File: src/rtl/music_pkg.sv
// Shared constants and types for the beat-addressed note store.
// The recorder, player_control and the note decoders all use these values.
package music_pkg;

    // Beats per take (memory depth).
    localparam int LEN    = 64;
    // Beat address width, log2(LEN).
    localparam int ADDR_W = 6;
    // Note code width; code 0 is a rest.
    localparam int NOTE_W = 5;

    localparam logic [NOTE_W-1:0] NOTE_REST = '0;

    // Recorder state encodings, also exported on the state output.
    typedef enum logic [1:0] {
        ST_IDLE  = 2'd0,
        ST_ARMED = 2'd1,
        ST_REC   = 2'd2,
        ST_DONE  = 2'd3
    } rec_state_t;

    // True when the code carries an actual note rather than a rest.
    function automatic logic is_note(input logic [NOTE_W-1:0] code);
        return code != NOTE_REST;
    endfunction

endpackage

File: src/rtl/note_recorder_if.sv
// Control and data bundle between the recorder and its driving logic
// (beat divider, keyboard decoder, playback index).
interface note_recorder_if;
    import music_pkg::*;

    logic              beat_en;
    logic              rec_start;
    logic              rec_stop;
    logic              overdub;
    logic [NOTE_W-1:0] note_in;
    logic [ADDR_W-1:0] rd_addr;
    logic [NOTE_W-1:0] rd_note;
    logic [ADDR_W-1:0] wr_ibeat;
    logic [ADDR_W:0]   rec_len;
    logic              full;
    logic [1:0]        state;

    // Side that drives beats, commands and the playback index.
    modport master (
        output beat_en, rec_start, rec_stop, overdub, note_in, rd_addr,
        input  rd_note, wr_ibeat, rec_len, full, state
    );

    // The recorder itself.
    modport slave (
        input  beat_en, rec_start, rec_stop, overdub, note_in, rd_addr,
        output rd_note, wr_ibeat, rec_len, full, state
    );

endinterface

File: src/rtl/note_ram.sv
// LEN x NOTE_W note memory: one write port, one registered read port,
// whole array cleared by the asynchronous active-low reset.
// A same-edge read and write to one address returns the old contents.
module note_ram #(
    parameter int DEPTH = 64,
    parameter int AW    = 6,
    parameter int DW    = 5
) (
    input  logic          clk,
    input  logic          rst,
    input  logic          we,
    input  logic [AW-1:0] waddr,
    input  logic [DW-1:0] wdata,
    input  logic [AW-1:0] raddr,
    output logic [DW-1:0] rdata
);

    logic [DW-1:0] r_mem [DEPTH];
    logic [DW-1:0] r_rdata;

    // Register array: cleared on reset, single write port otherwise.
    always_ff @(posedge clk or negedge rst) begin
        if (!rst) begin
            for (int i = 0; i < DEPTH; i++) begin
                r_mem[i] <= '0;
            end
        end else if (we) begin
            r_mem[waddr] <= wdata;
        end
    end

    // Registered read, sampling the array before this edge's write lands.
    always_ff @(posedge clk or negedge rst) begin
        if (!rst) begin
            r_rdata <= '0;
        end else begin
            r_rdata <= r_mem[raddr];
        end
    end

    assign rdata = r_rdata;

endmodule

File: src/rtl/note_recorder.sv
// Beat-synchronous note recorder. Samples the live note on each beat
// while recording, stores it at the current write beat, advances and
// wraps the write address and reports the take length. Playback reads
// the same store through the registered rd_addr/rd_note port.
module note_recorder
    import music_pkg::*;
(
    input  logic           clk,
    input  logic           rst,
    note_recorder_if.slave bus
);

    rec_state_t        r_state;
    logic [ADDR_W-1:0] r_wr_ibeat;
    logic [ADDR_W:0]   r_rec_len;
    logic              r_full;

    logic              w_arm_beat;
    logic              w_rec_beat;
    logic              w_we;
    logic [ADDR_W-1:0] w_waddr;
    logic [NOTE_W-1:0] w_rd_note;

    localparam logic [ADDR_W:0]   LEN_MAX  = (ADDR_W+1)'(LEN);
    localparam logic [ADDR_W-1:0] LAST_IDX = ADDR_W'(LEN - 1);

    // First beat of a take: a simultaneous stop cancels it before any write.
    assign w_arm_beat = (r_state == ST_ARMED) && bus.beat_en && !bus.rec_stop;
    // Beat inside a take: a simultaneous stop still lets this beat land.
    assign w_rec_beat = (r_state == ST_REC) && bus.beat_en;

    // In overdub mode rests leave the stored note alone; counters still move.
    assign w_we    = (w_arm_beat || w_rec_beat) &&
                     (!bus.overdub || is_note(bus.note_in));
    assign w_waddr = w_arm_beat ? '0 : r_wr_ibeat;

    note_ram #(
        .DEPTH (LEN),
        .AW    (ADDR_W),
        .DW    (NOTE_W)
    ) u_note_ram (
        .clk   (clk),
        .rst   (rst),
        .we    (w_we),
        .waddr (w_waddr),
        .wdata (bus.note_in),
        .raddr (bus.rd_addr),
        .rdata (w_rd_note)
    );

    // Take control FSM with its write address, length and full flag.
    always_ff @(posedge clk or negedge rst) begin
        if (!rst) begin
            r_state    <= ST_IDLE;
            r_wr_ibeat <= '0;
            r_rec_len  <= '0;
            r_full     <= 1'b0;
        end else begin
            case (r_state)
                ST_IDLE: begin
                    if (bus.rec_start) begin
                        r_state <= ST_ARMED;
                    end
                end

                ST_ARMED: begin
                    if (bus.rec_stop) begin
                        r_state <= ST_IDLE;
                    end else if (bus.beat_en) begin
                        // Beat-aligned start: address 0 is written this edge.
                        r_wr_ibeat <= ADDR_W'(1);
                        r_rec_len  <= (ADDR_W+1)'(1);
                        r_full     <= 1'b0;
                        r_state    <= ST_REC;
                    end
                end

                ST_REC: begin
                    if (bus.beat_en) begin
                        r_wr_ibeat <= r_wr_ibeat + 1'b1;
                        if (r_rec_len != LEN_MAX) begin
                            r_rec_len <= r_rec_len + 1'b1;
                        end
                        if (r_wr_ibeat == LAST_IDX) begin
                            r_full <= 1'b1;
                        end
                    end
                    if (bus.rec_stop || (bus.beat_en && r_wr_ibeat == LAST_IDX)) begin
                        r_state <= ST_DONE;
                    end
                end

                ST_DONE: begin
                    // Length and full flag stay until the next take's first write.
                    if (bus.rec_start) begin
                        r_state <= ST_ARMED;
                    end
                end

                default: begin
                    r_state <= ST_IDLE;
                end
            endcase
        end
    end

    assign bus.state    = r_state;
    assign bus.wr_ibeat = r_wr_ibeat;
    assign bus.rec_len  = r_rec_len;
    assign bus.full     = r_full;
    assign bus.rd_note  = w_rd_note;

endmodule

File: src/flat_wrapper.sv
// flat-port wrapper written by rule: the top's interface ports become plain ports
module note_recorder_flat import music_pkg::*;
  (clk, rst, bus_beat_en, bus_rec_start, bus_rec_stop, bus_overdub, bus_note_in, bus_rd_addr, bus_rd_note, bus_wr_ibeat, bus_rec_len, bus_full, bus_state);
  note_recorder_if bus_i ();
  input  logic clk;
  input  logic rst;
  input wire logic [$bits(bus_i.beat_en)-1:0] bus_beat_en;
  input wire logic [$bits(bus_i.rec_start)-1:0] bus_rec_start;
  input wire logic [$bits(bus_i.rec_stop)-1:0] bus_rec_stop;
  input wire logic [$bits(bus_i.overdub)-1:0] bus_overdub;
  input wire logic [$bits(bus_i.note_in)-1:0] bus_note_in;
  input wire logic [$bits(bus_i.rd_addr)-1:0] bus_rd_addr;
  output wire logic [$bits(bus_i.rd_note)-1:0] bus_rd_note;
  output wire logic [$bits(bus_i.wr_ibeat)-1:0] bus_wr_ibeat;
  output wire logic [$bits(bus_i.rec_len)-1:0] bus_rec_len;
  output wire logic [$bits(bus_i.full)-1:0] bus_full;
  output wire logic [$bits(bus_i.state)-1:0] bus_state;
  assign bus_i.beat_en = bus_beat_en;
  assign bus_i.rec_start = bus_rec_start;
  assign bus_i.rec_stop = bus_rec_stop;
  assign bus_i.overdub = bus_overdub;
  assign bus_i.note_in = bus_note_in;
  assign bus_i.rd_addr = bus_rd_addr;
  assign bus_rd_note = bus_i.rd_note;
  assign bus_wr_ibeat = bus_i.wr_ibeat;
  assign bus_rec_len = bus_i.rec_len;
  assign bus_full = bus_i.full;
  assign bus_state = bus_i.state;
  note_recorder u_core (.clk(clk), .rst(rst), .bus(bus_i));
endmodule
File: config.mk
export PLATFORM = sky130hd
export DESIGN_NAME = note_recorder_flat
export DESIGN_NICKNAME = d
export VERILOG_FILES = /design/src/rtl/music_pkg.sv /design/src/rtl/note_recorder_if.sv /design/src/rtl/note_ram.sv /design/src/rtl/note_recorder.sv /design/src/flat_wrapper.sv
export SDC_FILE = /design/constraint.sdc
export NUM_CORES = 1
export LEC_CHECK = 0
export CORE_ASPECT_RATIO = 0.8
export CORE_MARGIN = 4
export CORE_UTILIZATION = 60
export CTS_BUF_LIST = sky130_fd_sc_hd__clkbuf_4
export CTS_CLUSTER_SIZE = 8
export DETAILED_ROUTE_END_ITERATION = 8
export GPL_TIMING_DRIVEN = 0
export PLACE_DENSITY = 0.78
export SETUP_SLACK_MARGIN = 0.5
export SLEW_MARGIN = 25
export SYNTH_ARGS = -nofsm -noshare
export SYNTH_HDL_FRONTEND = slang
export SYNTH_HIERARCHICAL = 1
export SYNTH_SLANG_ARGS = --single-unit
File: constraint.sdc
create_clock -name clk -period 3.8 [get_ports clk]
set_clock_uncertainty 0.2 [all_clocks]
set_input_delay 0.76 -clock clk [delete_from_list [all_inputs] [get_ports clk]]
set_output_delay 0.76 -clock clk [all_outputs]
set_load 0.02 [all_outputs]
### Yosys cells after proc, flatten, opt, wreduce, memory -nomap -nowiden

Cells that the tools add are included.

* flip-flop bits (word level): 341
* latch bits: 0
* bits in writable memories: 0
* memory bits (read-only): 0
* output and inout bits: 21
* memories: 0

* $add $sub $neg: 2
* multipliers: 0
* divide/modulo/power cells: 0
* $lt $le $gt $ge: 3
* equal/unequal tests: 13
* shift-type cells: 0
* multiplexer cells: 26
* bitwise operators: 2
* reductions and logical operators: 19

Operators by type and width (count)
* $bwmux 320: 1
* $bmux 5 s6: 1
* $demux 5 s6: 1
* $mux 7: 4
* $mux 6: 4
* $mux 5: 3
* $ge 7x7->1 const B: 2
* $not 6->7: 2
* $pmux 7 s2: 1
* $ne 2x2->1 const B: 6
* $pmux 6 s2: 1
* $reduce_and 5->1: 2
* $mux 2: 4
* $add 7x1->7 const B: 1
* $lt 7x1->1 const B: 1
* $ne 7x7->1 const B: 1
* $add 6x1->6 const B: 1
* $eq 6x6->1 const B: 1
* $logic_and 1x1->1: 6
* $pmux 2 s3: 1
* $reduce_bool 5->1: 1
* $eq 2x2->1 const B: 2
* $mux 1: 4
* $reduce_and 4->1: 1
* other kinds (10): 13

### Longest topological paths before layout

Gate-level depths: netlist (run 1).

* depth in word-level cells: 10
* depth in mapped cells: 10

### Modules after synthesis

Netlist (run 1), hierarchy kept.

By module, submodules not included
* note_ram: times used 1, cells each 987, area each 15026.9 sq um
* note_recorder: times used 1, cells each 105, area each 1026.0 sq um

### Worst setup path after synthesis (run 1)

OpenSTA, ideal clock, no wires.

* path type: register to register
* from: reg u_core.r_state[0] (netlist: u_core/bus.state[0])
* to: reg u_core/u_note_ram/r_mem[280] (netlist bit)
* library setup time: 0.125 ns
* data arrival time: 2.694 ns
* slack: 0.782 ns
* stages on the path, launching flop included: 11
* period minus slack after synthesis: 3.018 ns
* path through: dfrtp_1 > inv_1 > ha_1 > buf_1 > nand2_1 > a32oi_1 > nand2_1 > nor4_1 > and3_1 > clkbuf_1 > mux2_2

RTL lines
* start: declaration: line note_recorder.sv:13 `rec_state_t r_state;`
* start signal: assignment: line note_recorder.sv:54 `r_state <= ST_IDLE;`
* start signal: assignment: line note_recorder.sv:62 `r_state <= ST_ARMED;`
* start signal: assignment: line note_recorder.sv:68 `r_state <= ST_IDLE;`
* $eq 2x1->1: line note_recorder.sv:28 `assign w_arm_beat = (r_state == ST_ARMED) && bus.beat_en && !bus.rec_stop;`
* $logic_and 1x1->1 (2 in a row): line note_recorder.sv:28
* $logic_or 1x1->1 (*): line note_recorder.sv:33 `assign w_we = (w_arm_beat || w_rec_beat) &&`
* $logic_and 1x1->1 (*): line note_recorder.sv:33
* net u_core.w_we: line note_recorder.sv:20 `logic w_we;`
* end signal: indexed assignment: line note_ram.sv:28 `r_mem[waddr] <= wdata;`
* end: declaration: line note_ram.sv:18 `logic [DW-1:0] r_mem [DEPTH];`

Mark *: on every way through the listed nets, which the timed path passes. The rest lies on a longest branch.
A chain may end at the register's enable or synchronous reset.

### Worst setup path after layout (run 1)

* from: reg u_core.r_state[1] (netlist: u_core/bus.state[1])
* to: reg u_core/u_note_ram/r_mem[87] (netlist bit)

* cells in the longest elaborated chain, start to end: 10

Ends and longest elaborated chain
* $eq 2x1->1 (*): line note_recorder.sv:28
* $logic_and 1x1->1 (*) (2 in a row): line note_recorder.sv:28
* $mux 6 (*): line note_recorder.sv:35 `assign w_waddr = w_arm_beat ? '0 : r_wr_ibeat;`
* net u_core.w_waddr[1]: line note_recorder.sv:21 `logic [ADDR_W-1:0] w_waddr;`
* $not 6->7 (not written as such) (*): line note_ram.sv:28
* $ge 7x7->1 (not written as such) / $lt 7x1->1 (equally long branches): line note_ram.sv:28
* $logic_and 1x1->1 (not written as such): line note_ram.sv:28
* $mux 5 (not written as such): line note_ram.sv:28
* $demux 5 s6 (*): line note_ram.sv:28
* $bwmux 320 (*): line note_ram.sv:28

Marks and branches as above.

==> summary.md, run 1 <==
| Metric | Value |
|---|---|
| TritonCTS clock tree | `built` |
| Die Width | `191 microns` |
| Switch share | `0.286` |
| Worst-Skew Late Latency | `0.71 ns` |
| Worst vdd ir | `0.427 mV` |
| Pins Over Slew Limit | `0` |
| Max H-tree Level | `3` |
| Part of the power in the clock network | `0.327` |
| R2r startpoint | `u_core/bus.state[1]$_DFFE_PN0P_` |
| Post-route clock period utilization | `0.858` |
| # rows | `53` |
| RSZ-0062 raised after global routing | `yes` |
| First-pass DRT Iterations | `6` |
| Sequential share of power | `0.471` |
| Synth top area share | `0.532` |
| Hpwl dp | `28600 microns` |
| ANT nets after route | `0` |
| Number of CTS-inserted buffers | `85` |
| Clock Pin Slew Worst Setup and Hold Paths | `0.06 ns` |
| Layout cells sized above 1 | `0.479` |
| Detailed-route vias per instance | `6.41` |
| Relative slew margins | `0.402` |
| Syn avg cell area | `14.7 sq um` |
| First-pass GRT wire length | `64300 microns` |
| Maximum clock frequency | `0.307 GHz` |
| Grt ovf | `0` |
| Clock Tree Buf Depth | `3` |
| Cell Area, Synth | `16100 sq um` |
| CP startpoint | `u_core/bus.state[1]$_DFFE_PN0P_` |
| Area delta synth->final | `13.7%` |
| Ys Warns | `6` |
| P_sw | `0.00267 W` |
| Synth Flop Type | `dfrtp_1` |
| RD Place Congestion | `0.928` |
| WL/cell | `25.8 microns` |
| CORE AREA | `26300 sq um` |
| Most frequent cells in the layout | `341 x dfrtp_1, 326 x mux2_2, 129 x clkbuf_4` |
| Leakage | `8.74 nW` |
| Comb power frac | `0.201` |
| Final core utilization | `0.693` |
| Synthesized instance count | `1092` |
| Syn nets | `1115` |
| Minimum clock period | `3.26 ns` |
| Leading cell type in the layout, fill and taps excluded | `dfrtp_1` |
| Vias in the first global route | `10800` |
| Synth area leaders | `dfrtp_1 53%, mux2_2 23%, mux4_2 9.0%` |
| Critical Path RT | `4.18 ns` |
| Initial Util | `0.610` |
| Initial antenna violation count | `1` |
| Area leader, netlist | `dfrtp_1` |
| Hold/Removal Path Class | `flip-flop to flip-flop` |
| Critical path fanouts, max | `10` |
| Crit start category | `flip-flop` |
| Final wirelength | `42100 microns` |
| Dpl cells | `1486` |
| Ys async rst share | `1.00` |
| Clk sinks | `341` |
| Final Setup Violations | `0` |
| Element type at the critical path end | `flip-flop` |
| Max cap viols | `0` |
| Cell internal pwr | `0.00668 W` |
| Seq/Total Area, Yosys | `0.532` |
| Largest net degree at the start of global routing | `94` |
| Tot GR Track Use | `0.292` |
| Flops & latches, synth | `341` |
| Ports | `38` |
| Power per cell area | `512 nW/um^2` |
| Kind of critical path | `flip-flop to flip-flop` |
| Die area | `29500 sq um` |
| Worst Tran Pin Value | `0.897 ns` |
| Status | `finished, final reports clean` |
| Hold path start | `u_core/u_note_ram/r_mem[238]$_DFFE_PN0P_` |
| I/O Buffers | `33` |
| # DRC | `0` |
| EDFF count, synth | `0` |
| CP Data Arrival Time | `3.64 ns` |
| Die height | `154 microns` |
| Routed via count | `10500` |
| Layout Cells excl Fill | `1632` |
| Post-synthesis cell type count | `62` |
| Final nets | `1247` |
| Hold violation total from the final report | `0` |
| Root buf cell | `clkbuf_4` |
| Initial drt markers | `923` |
[routing by layer]
| metal | routed length, microns | track usage | vias to the layer above |
|---|---|---|---|
| met4 | 1140 | 0.0851 | 4 |
| li1 | - | - | 4398 |
| met5 | 68 | 0 | - |
| met1 | 17800 | 0.426 | 5438 |
| met2 | 18700 | 0.417 | 506 |
| met3 | 4400 | 0.107 | 115 |
[cells by family (layout without fill, tap and decap cells)]
group	Yosys count	in the layout	share of synthesized area
mux	420	420	0.350
flops	341	341	0.532
simple gates	168	168	0.0534
buf+inv	84	266	0.0255
compound gates	69	69	0.0331
fa+ha+maj	6	6	0.00468
xor+xnor	4	4	0.00218
other cells	0	1	0
[cells in the mapped netlist (9+ instances only)]
master,n
inv_1,11
buf_6,9
clkbuf_1,35
buf_2,15
buf_1,10
nand2_1,60
o22ai_1,9
nand3_1,14
nor2_1,38
mux4_1,12
and2_1,9
mux2_2,326
mux4_2,64
mux2i_1,15
dfrtp_1,341
[worst paths after layout]
check	endpoint	slack, ns	depth (start not counted)
setup / recovery	u_core/u_note_ram/r_mem[87]$_DFFE_PN0P_	0.54	9
hold / removal	u_core/u_note_ram/r_mem[238]$_DFFE_PN0P_	0.29	1
setup reg to reg	u_core/u_note_ram/r_mem[87]$_DFFE_PN0P_	0.54	9
hold reg to reg	u_core/u_note_ram/r_mem[238]$_DFFE_PN0P_	0.29	1
max in group asynchronous	u_core/u_note_ram/r_mem[12]$_DFFE_PN0P_	1.99	4
min in group asynchronous	u_core/u_note_ram/r_mem[169]$_DFFE_PN0P_	0.32	2
[what timing repair did]
item / 4_1_cts / 5_1_grt
gates cloned: 0 / 0
hold buffers: 1 / 0
setup endpoints to repair: 266 / 213
gates resized for setup: 19 / 25
pin swaps: 3 / 1
endpoints found under the hold margin: 33 / 0
buffers inserted: 5 / 2
[sequential cells by signal, indices dropped and copies added, names as in the netlist]
register,flops
u_core/bus.rec_len,7
u_core/u_note_ram/rdata,5
u_core/bus.state,2
u_core/bus.full,1
u_core/u_note_ram/r_mem,320
u_core/bus.wr_ibeat,6
[critical path: stages, from the launching register on]
cell and delay [ns]:
dfrtp_1 0.41, inv_1 0.09, ha_1 0.28, nand3_2 0.21
and2_1 0.17, buf_2 0.24, and2b_1 0.29, nand3_2 0.39
nor2_2 0.46, mux2_2 0.38
[metrics by stage]
stage               worst slack (ns)  power [W]  TNS (ns)  hold slack (ns)  instance area [sq um]
global placement              -12.92    0.00615  -4469.67            0.266                  16800
finish                         0.539    0.00935         0            0.287                  18300
floorplan                      0.782    0.00558         0            0.256                  16100
global route                   0.428    0.00980         0            0.304                  18300
CTS                            0.243    0.00936         0            0.287                  18100
detailed placement            -0.462    0.00624    -76.94            0.274                  17000
[area by class of cell]
cell class / count / area (sq um)
clock inverters: 8 / 82.6
fillers: 1876 / 8080
clock buffers: 129 / 968
plain buffers: 71 / 362
diodes: 1 / 2.50
inverters: 13 / 48.8
multi-input cells: 667 / 7290
repair buffers: 45 / 520
flip-flops and latches: 341 / 8530
well taps: 357 / 447
[power groups by stage]
stage / clock [W] / combinational [W] / sequential [W]
6_report: 0.00306 / 0.00188 / 0.00441
5_1_grt: 0.00334 / 0.00200 / 0.00446
4_1_cts: 0.00314 / 0.00182 / 0.00440
3_5_place_dp: 0 / 0.00178 / 0.00446
3_3_place_gp: 0 / 0.00170 / 0.00445
2_1_floorplan: 0 / 0.00114 / 0.00443
(Power assumes the default switching activity.)
==> run 2, diff against run 1 <==
--- a/config.mk
+++ b/config.mk
@@ -14,4 +14,5 @@
 export GPL_TIMING_DRIVEN = 0
 export PLACE_DENSITY = 0.78
+export RECOVER_POWER = 50
 export SETUP_SLACK_MARGIN = 0.5
 export SLEW_MARGIN = 25
==> constraint.sdc (replaced) <==
create_clock -name clk -period 3.8 [get_ports clk]
set_clock_uncertainty 0.2 [all_clocks]
set_input_delay 0.76 -clock clk [delete_from_list [all_inputs] [get_ports clk]]
set_output_delay 0.76 -clock clk [all_outputs]
set_load 0.05 [all_outputs]
==> run 2 against run 1 <==
The flow now finishes with violations (capacitance limit, slew limit). Flip-flop and latch count did not move. Register-to-register slack improved by 0.04 ns. Critical path depth grew 1.
==> summary.md, run 2 (same netlist as run 1, synthesis figures left out) <==
| Metric | Value |
|---|---|
| Leakage | `8.74 nW (about the same)` |
| Initial Util | `0.610 (unchanged)` |
| Buf+Inv Stages, Crit Path | `3 (+1)` |
| Layout cells sized above 1 | `0.476 (-0.00314)` |
| Worst-Skew Late Latency | `0.71 ns (about the same)` |
| P_sw | `0.00279 W (+4.5%)` |
| Hold/Removal Path Class | `flip-flop to flip-flop` |
| Most common cell on crit path | `nand2_1` |
| Kind of critical path | `flip-flop to flip-flop` |
| Post-Place Setup Slack | `-0.462 ns (unchanged)` |
| Worst Tran Pin Value | `2.10 ns (+1.20 ns)` |
| Die Width | `191 microns (unchanged)` |
| Most frequent cells in the layout | `341 x dfrtp_1, 326 x mux2_2, 129 x clkbuf_4` |
| Relative slew margins | `-0.401 (-0.803)` |
| Sequential share of power | `0.466 (-0.005)` |
| Status | `finished, violations left` |
| Final Setup Violations | `0 (unchanged)` |
| Detailed-route vias per instance | `6.39 (-0.28%)` |
| Max H-tree Level | `3 (unchanged)` |
| First-pass DRT Iterations | `5 (-1)` |
| Minimum clock period | `3.22 ns (-0.0426 ns)` |
| Register with the most flip-flops | `u_core/u_note_ram/r_mem` |
| Crit path cell chain | `inv_1 -> ha_1 -> buf_2 -> nand2_1 -> a32oi_4 -> nand2_1 -> nor4_4 -> and3_1 -> clkbuf_1 -> mux2_2` |
| CORE AREA | `26300 sq um (unchanged)` |
| Top Metal Used | `met5` |
| Routed via count | `10400 (-0.28%)` |
| Power per cell area | `519 nW/um^2 (+1.4%)` |
| Initial drt markers | `862 (-6.6%)` |
| CP Data Arrival Time | `3.60 ns (-0.04 ns)` |
| Clk sinks | `341 (unchanged)` |
| Clock Pin Slew Worst Setup and Hold Paths | `0.06 ns (about the same)` |
| Crit path max-delay family | `simple AND/OR/NAND/NOR gates` |
| Maximum clock frequency | `0.311 GHz (+1.3%)` |
| Largest net degree at the start of global routing | `94 (unchanged)` |
| Met1 wire length | `17800 microns (-0.28%)` |
| Max cap viols | `1 (+1)` |
| Failing checks | `capacitance limit, slew limit` |
| Die area | `29500 sq um (unchanged)` |
| Critical path fanouts, max | `10 (unchanged)` |
| Initial antenna violation count | `1 (unchanged)` |
| Slowest Stage Delay on Critical Path | `0.42 ns (-0.04 ns)` |
| Dpl cells | `1486 (unchanged)` |
| Final nets | `1247 (unchanged)` |
| Cell internal pwr | `0.00668 W (about the same)` |
| Worst setup margin | `0.582 ns (+0.0426 ns)` |
| R2r startpoint | `u_core/bus.state[0]$_DFFE_PN0P_` |
| Element type at the critical path end | `flip-flop` |
| Die height | `154 microns (unchanged)` |
| Vias in the first global route | `10800 (unchanged)` |
| Number of CTS-inserted buffers | `85 (unchanged)` |
| Layout Cells excl Fill | `1632 (unchanged)` |
| First-pass GRT wire length | `64300 microns (unchanged)` |
| # rows | `53 (unchanged)` |
| Leading cell type in the layout, fill and taps excluded | `dfrtp_1` |
| Max reg flops | `320 (unchanged)` |
| Hold violation total from the final report | `0 (unchanged)` |
| Final wirelength | `42100 microns (-0.19%)` |
| Critical Path RT | `4.18 ns (about the same)` |
| CP startpoint | `u_core/bus.state[0]$_DFFE_PN0P_` |
| Pins Over Slew Limit | `34 (+34)` |
| Root buf cell | `clkbuf_4` |
| ANT nets after route | `0 (unchanged)` |
| Comb power frac | `0.211 (+0.010)` |
| I/O Buffers | `33 (unchanged)` |
| WL/cell | `25.8 microns (-0.19%)` |
| Post-route clock period utilization | `0.847 (-0.0112)` |
| Hold path start | `u_core/u_note_ram/r_mem[238]$_DFFE_PN0P_` |
| Slowest cell on crit path | `dfrtp_1` |
| Area delta synth->final | `13.5%` |
| Part of the power in the clock network | `0.324 (-0.003)` |
| Hpwl dp | `28600 microns (unchanged)` |
| Met2 wire length | `18700 microns (about the same)` |
| WHS Path Cells | `1 (unchanged)` |
| WP depth | `10 (+1)` |
| RD Place Congestion | `0.928 (unchanged)` |
| Ports | `38 (unchanged)` |
| Worst vdd ir | `0.434 mV (+1.7%)` |
| TritonCTS clock tree | `built` |
| Grt ovf | `0 (unchanged)` |
| # DRC | `0 (unchanged)` |
| Switch share | `0.295 (+0.00924)` |
| Clock Tree Buf Depth | `3 (unchanged)` |
| RSZ-0062 raised after global routing | `yes` |
| Worst r2r path cells | `10 (+1)` |
| Crit start category | `flip-flop` |
| Tot GR Track Use | `0.292 (unchanged)` |
| Met3 wire len | `4470 microns (+1.4%)` |
[run 2: cell types whose count changed in the layout (fill, tap and decap cells not counted)]
cell | before | now
clkbuf_1 | 35 | 36
nand2_2 | 1 | 0
o21ai_0 | 5 | 6
nand2_1 | 60 | 61
a21bo_1 | 0 | 1
buf_8 | 1 | 0
a21bo_4 | 1 | 0
o21ai_1 | 3 | 2
a21boi_0 | 0 | 1
a21boi_2 | 1 | 0
[run 2: worst reg2reg max path: stages, from the launching register on]
cell and delay, ns:
dfrtp_1 0.42, inv_1 0.11, ha_1 0.27, buf_2 0.27, nand2_1 0.13, a32oi_4 0.32, nand2_1 0.24, nor4_4 0.27
and3_1 0.21, clkbuf_1 0.28, mux2_2 0.38
[run 2: metrics by stage]
| step | setup TNS, ns | instance area [sq um] | power [W] | utilization | hold WS, ns |
|---|---|---|---|---|---|
| finish | 0 | 18200 | 0.00947 | 0.692 | 0.287 |
| global route | 0 | 18200 | 0.00991 | 0.692 | 0.304 |
| CTS | 0 | 18100 | 0.00948 | 0.688 | 0.287 |
| detailed placement | -76.94 | 17000 | 0.00636 | 0.644 | 0.274 |
| global placement | -4469.67 | 16800 | 0.00627 | 0.639 | 0.266 |
| floorplan | 0 | 16100 | 0.00570 | - | 0.256 |
[run 2: path summary, 6_finish.rpt]
check | end | slack (ns)
hold reg to reg | u_core/u_note_ram/r_mem[238]$_DFFE_PN0P_ | 0.29
max in group asynchronous | u_core/u_note_ram/r_mem[12]$_DFFE_PN0P_ | 0.77
setup / recovery | u_core/u_note_ram/r_mem[280]$_DFFE_PN0P_ | 0.58
hold / removal | u_core/u_note_ram/r_mem[238]$_DFFE_PN0P_ | 0.29
setup reg to reg | u_core/u_note_ram/r_mem[280]$_DFFE_PN0P_ | 0.58
min in group asynchronous | u_core/u_note_ram/r_mem[169]$_DFFE_PN0P_ | 1.03
[run 2: power groups by stage]
stage / logic, W / registers, W / clock network [W]
after floorplan: 0.00114 / 0.00455 / 0
after global placement: 0.00182 / 0.00445 / 0
after detailed placement: 0.00190 / 0.00446 / 0
after CTS: 0.00195 / 0.00440 / 0.00314
after global routing: 0.00211 / 0.00446 / 0.00334
final: 0.00199 / 0.00441 / 0.00306
[run 2: area by class of cell]
| cell class | instances | area, sq um |
|---|---|---|
| sequential | 341 | 8530 |
| fill | 1882 | 8100 |
| tap | 357 | 447 |
| clock buffer | 129 | 968 |
| clock inverter | 8 | 82.6 |
| inverter | 13 | 48.8 |
| buffer | 71 | 362 |
| antenna | 1 | 2.50 |
| timing repair buffer | 45 | 509 |
| multi-input combinational | 667 | 7270 |
[run 2: what timing repair did]
item / CTS / global route
setup endpoints to repair: 266 / 213
hold buffers: 1 / 0
setup buffers: 5 / 2
hold endpoints to repair: 33 / 0
pin swaps: 3 / 1
resized for setup: 19 / 25
[run 2: layer usage]
layer,GRT usage,vias to the layer above
met5,0,-
met4,0.0851,4
met3,0.107,107
met2,0.417,500
met1,0.426,5420
li1,-,4401
==> run 3, diff against run 2 <==
Settings changed: CORE_UTILIZATION 60 to 58.
Clock period 3.8 ns to 2.8 ns, I/O delays scaled along.
==> run 3 against run 2 <==
The flow now finishes without violations. Clock-buffer cell count shrank 7. Hold slack lost 0.18 ns. Register-to-register slack lost 0.52 ns. Sequential share of layout area shrank 4.6 points. Cell count grew 5.0%. Combinational power grew 82%. Routed wire length grew 13%. Setup slack lost 0.52 ns. Utilization grew 4.8 points. Non-clock buffer count grew 65. Die area grew 3.3%. Critical endpoint is now u_core/u_note_ram/r_mem[9]$_DFFE_PN0P_. Largest cell class unchanged.
==> summary.md, run 3 (same netlist as run 1, synthesis figures left out) <==
| Metric | Value |
|---|---|
| Clk sinks | `341 (unchanged)` |
| I/O Buffers | `33 (unchanged)` |
| Worst setup margin | `0.0626 ns (-0.519 ns)` |
| Hold/Removal Path Class | `input pin to asynchronous set/reset pin` |
| CP Capture Point | `u_core/u_note_ram/r_mem[9]$_DFFE_PN0P_` |
| Hpwl dp | `28900 microns (+1.0%)` |
| Relative slew margins | `0.0357 (+0.437)` |
| First-pass DRT Iterations | `6 (+1)` |
| Max cap viols | `0 (-1)` |
| R2R setup slack | `0.06 ns (-0.52 ns)` |
| Clock Pin Slew Worst Setup and Hold Paths | `0.08 ns (+0.02 ns)` |
| Detailed-route vias per instance | `6.51 (+1.8%)` |
| Pins Over Slew Limit | `0 (-100%)` |
| Die height | `157 microns (+1.6%)` |
| TritonCTS clock tree | `built` |
| Minimum clock period | `2.74 ns (-0.481 ns)` |
| Routed via count | `11200 (+6.9%)` |
| WL/cell | `27.7 microns (+7.4%)` |
| Area delta synth->final | `26.0%` |
| Tot GR Track Use | `0.295 (+0.00376)` |
| Post-route clock period utilization | `0.978 (+0.131)` |
| Kind of critical path | `flip-flop to flip-flop` |
| Initial antenna violation count | `1 (unchanged)` |
| Worst vdd ir | `0.563 mV (+30%)` |
| Leading cell type in the layout, fill and taps excluded | `dfrtp_1` |
| Final nets | `1312 (+5.2%)` |
| Critical path fanouts, max | `8 (-2)` |
| Grt ovf | `0 (unchanged)` |
| Vias in the first global route | `11400 (+5.3%)` |
| Layout Cells excl Fill | `1714 (+5.0%)` |
| Status | `finished, final reports clean` |
| Largest net degree at the start of global routing | `84 (-11%)` |
| R2r startpoint | `u_core/bus.state[1]$_DFFE_PN0P_` |
| Number of CTS-inserted buffers | `85 (unchanged)` |
| # DRC | `0 (unchanged)` |
| # rows | `54 (+1.9%)` |
| Initial drt markers | `1042 (+21%)` |
| Critical Path RT | `3.24 ns (-0.94 ns)` |
| Critical R2R Capture | `u_core/u_note_ram/r_mem[9]$_DFFE_PN0P_` |
| Clock Tree Buf Depth | `3 (unchanged)` |
| Hold violation total from the final report | `0 (unchanged)` |
| ANT nets after route | `0 (unchanged)` |
| Initial Util | `0.588 (-0.0217)` |
| Maximum clock frequency | `0.365 GHz (+18%)` |
| Max reg flops | `320 (unchanged)` |
| Die Width | `194 microns (+1.6%)` |
| RSZ-0062 raised after global routing | `yes` |
| Die area | `30400 sq um (+3.3%)` |
| CORE AREA | `27300 sq um (+3.7%)` |
| Most frequent cells in the layout | `337 x dfrtp_1, 209 x mux2_2, 127 x clkbuf_4` |
| Root buf cell | `clkbuf_4` |
| Crit start category | `flip-flop` |
| CP Data Arrival Time | `3.17 ns (-0.43 ns)` |
| Power per cell area | `687 nW/um^2 (+32%)` |
| PnR Total Power | `0.0139 W (+47%)` |
| First-pass GRT wire length | `68200 microns (+6.2%)` |
| Final wirelength | `47500 microns (+13%)` |
| RD Place Congestion | `0.961 (+3.6%)` |
| CP startpoint | `u_core/bus.state[1]$_DFFE_PN0P_` |
| Worst Tran Pin Value | `1.45 ns (-0.655 ns)` |
| Worst-Skew Late Latency | `0.79 ns (+0.08 ns)` |
| Dpl cells | `1493 (+0.47%)` |
| Element type at the critical path end | `flip-flop` |
| Post-Place Setup Slack | `-1.03 ns (-0.569 ns)` |
| Layout cells sized above 1 | `0.569 (+0.0933)` |
| Worst r2r path cells | `8 (-2)` |
| Max H-tree Level | `3 (unchanged)` |
| Leakage | `9.54 nW (+9.2%)` |
| Register with the most flip-flops | `u_core/u_note_ram/r_mem` |
| Ports | `38 (unchanged)` |
| Final Setup Violations | `0 (unchanged)` |
## run 3: cell types whose count changed in the layout (fill, tap and decap cells not counted), moves of 21 or more
cell             change
mux2_2             -117
buf_4               +31
nand2_8             +22
mux2_4             +120
buf_6               +23
nor2_4              +21
nand2_1             -40
clkdlybuf4s50_1     -21
## run 3: worst min path at each step
| stage | start | slack [ns] | end |
|---|---|---|---|
| global route | rst | 0.14 | u_core/u_note_ram/r_mem[235]$_DFFE_PN0P_ |
| finish | rst | 0.10 | u_core/u_note_ram/r_mem[235]$_DFFE_PN0P_ |
| global placement | u_core/u_note_ram/r_mem[238]$_DFFE_PN0P_ | 0.27 | u_core/u_note_ram/r_mem[238]$_DFFE_PN0P_ |
| floorplan | rst | 0.06 | u_core/bus.full$_DFFE_PN0P_ |
| CTS | rst | 0.14 | u_core/u_note_ram/r_mem[212]$_DFFE_PN0P_ |
| detailed placement | u_core/u_note_ram/r_mem[229]$_DFFE_PN0P_ | 0.28 | u_core/u_note_ram/r_mem[229]$_DFFE_PN0P_ |
## run 3: critical path, stage by stage, from the launching register on
cell and delay (ns):
dfrtp_1 0.42, inv_1 0.12, ha_4 0.16, nand3_4 0.14
a32oi_4 0.40, buf_6 0.19, nand3_4 0.24, nor2_4 0.36
mux2_2 0.39
## run 3: through the flow
stage	TNS (ns)	util	hold WS, ns	area (sq um)
2_1_floorplan	0	-	0.0644	16200
3_3_place_gp	-4879.36	0.621	0.267	16900
3_5_place_dp	-216.51	0.625	0.282	17100
4_1_cts	0	0.712	0.141	19400
5_1_grt	0	0.741	0.141	20200
6_report	0	0.741	0.104	20200
## run 3: layout make-up
class                      count  area (sq um)
inverter                      13          48.8
sequential                   341          8540
buffer                        71           440
antenna                        2          5.00
fill                        1576          7070
timing repair buffer         110          1180
clock buffer                 122           916
multi-input combinational    667          8490
tap                          364           455
clock inverter                24           146
## run 3: per-layer routing
metal,GRT usage,part of all wire,vias to the layer above
li1,-,-,4518
met1,0.415,0.40,5828
met2,0.441,0.45,637
met3,0.0941,0.099,168
met4,0.108,0.045,0
met5,0,0,-
## run 3: repair_timing
item	4_1_cts	5_1_grt
pin swaps	41	34
resized for setup	349	117
hold endpoints to repair	170	0
cloned	0	1
setup endpoints to repair	345	340
hold buffers	1	0
setup buffers	36	35
## run 3: power breakdown
part / internal (W) / total (W) / switching (W)
Combinational: 0.00174 / 0.00363 / 0.00190
Clock: 0.00218 / 0.00423 / 0.00205
Sequential: 0.00559 / 0.00602 / 0.000427
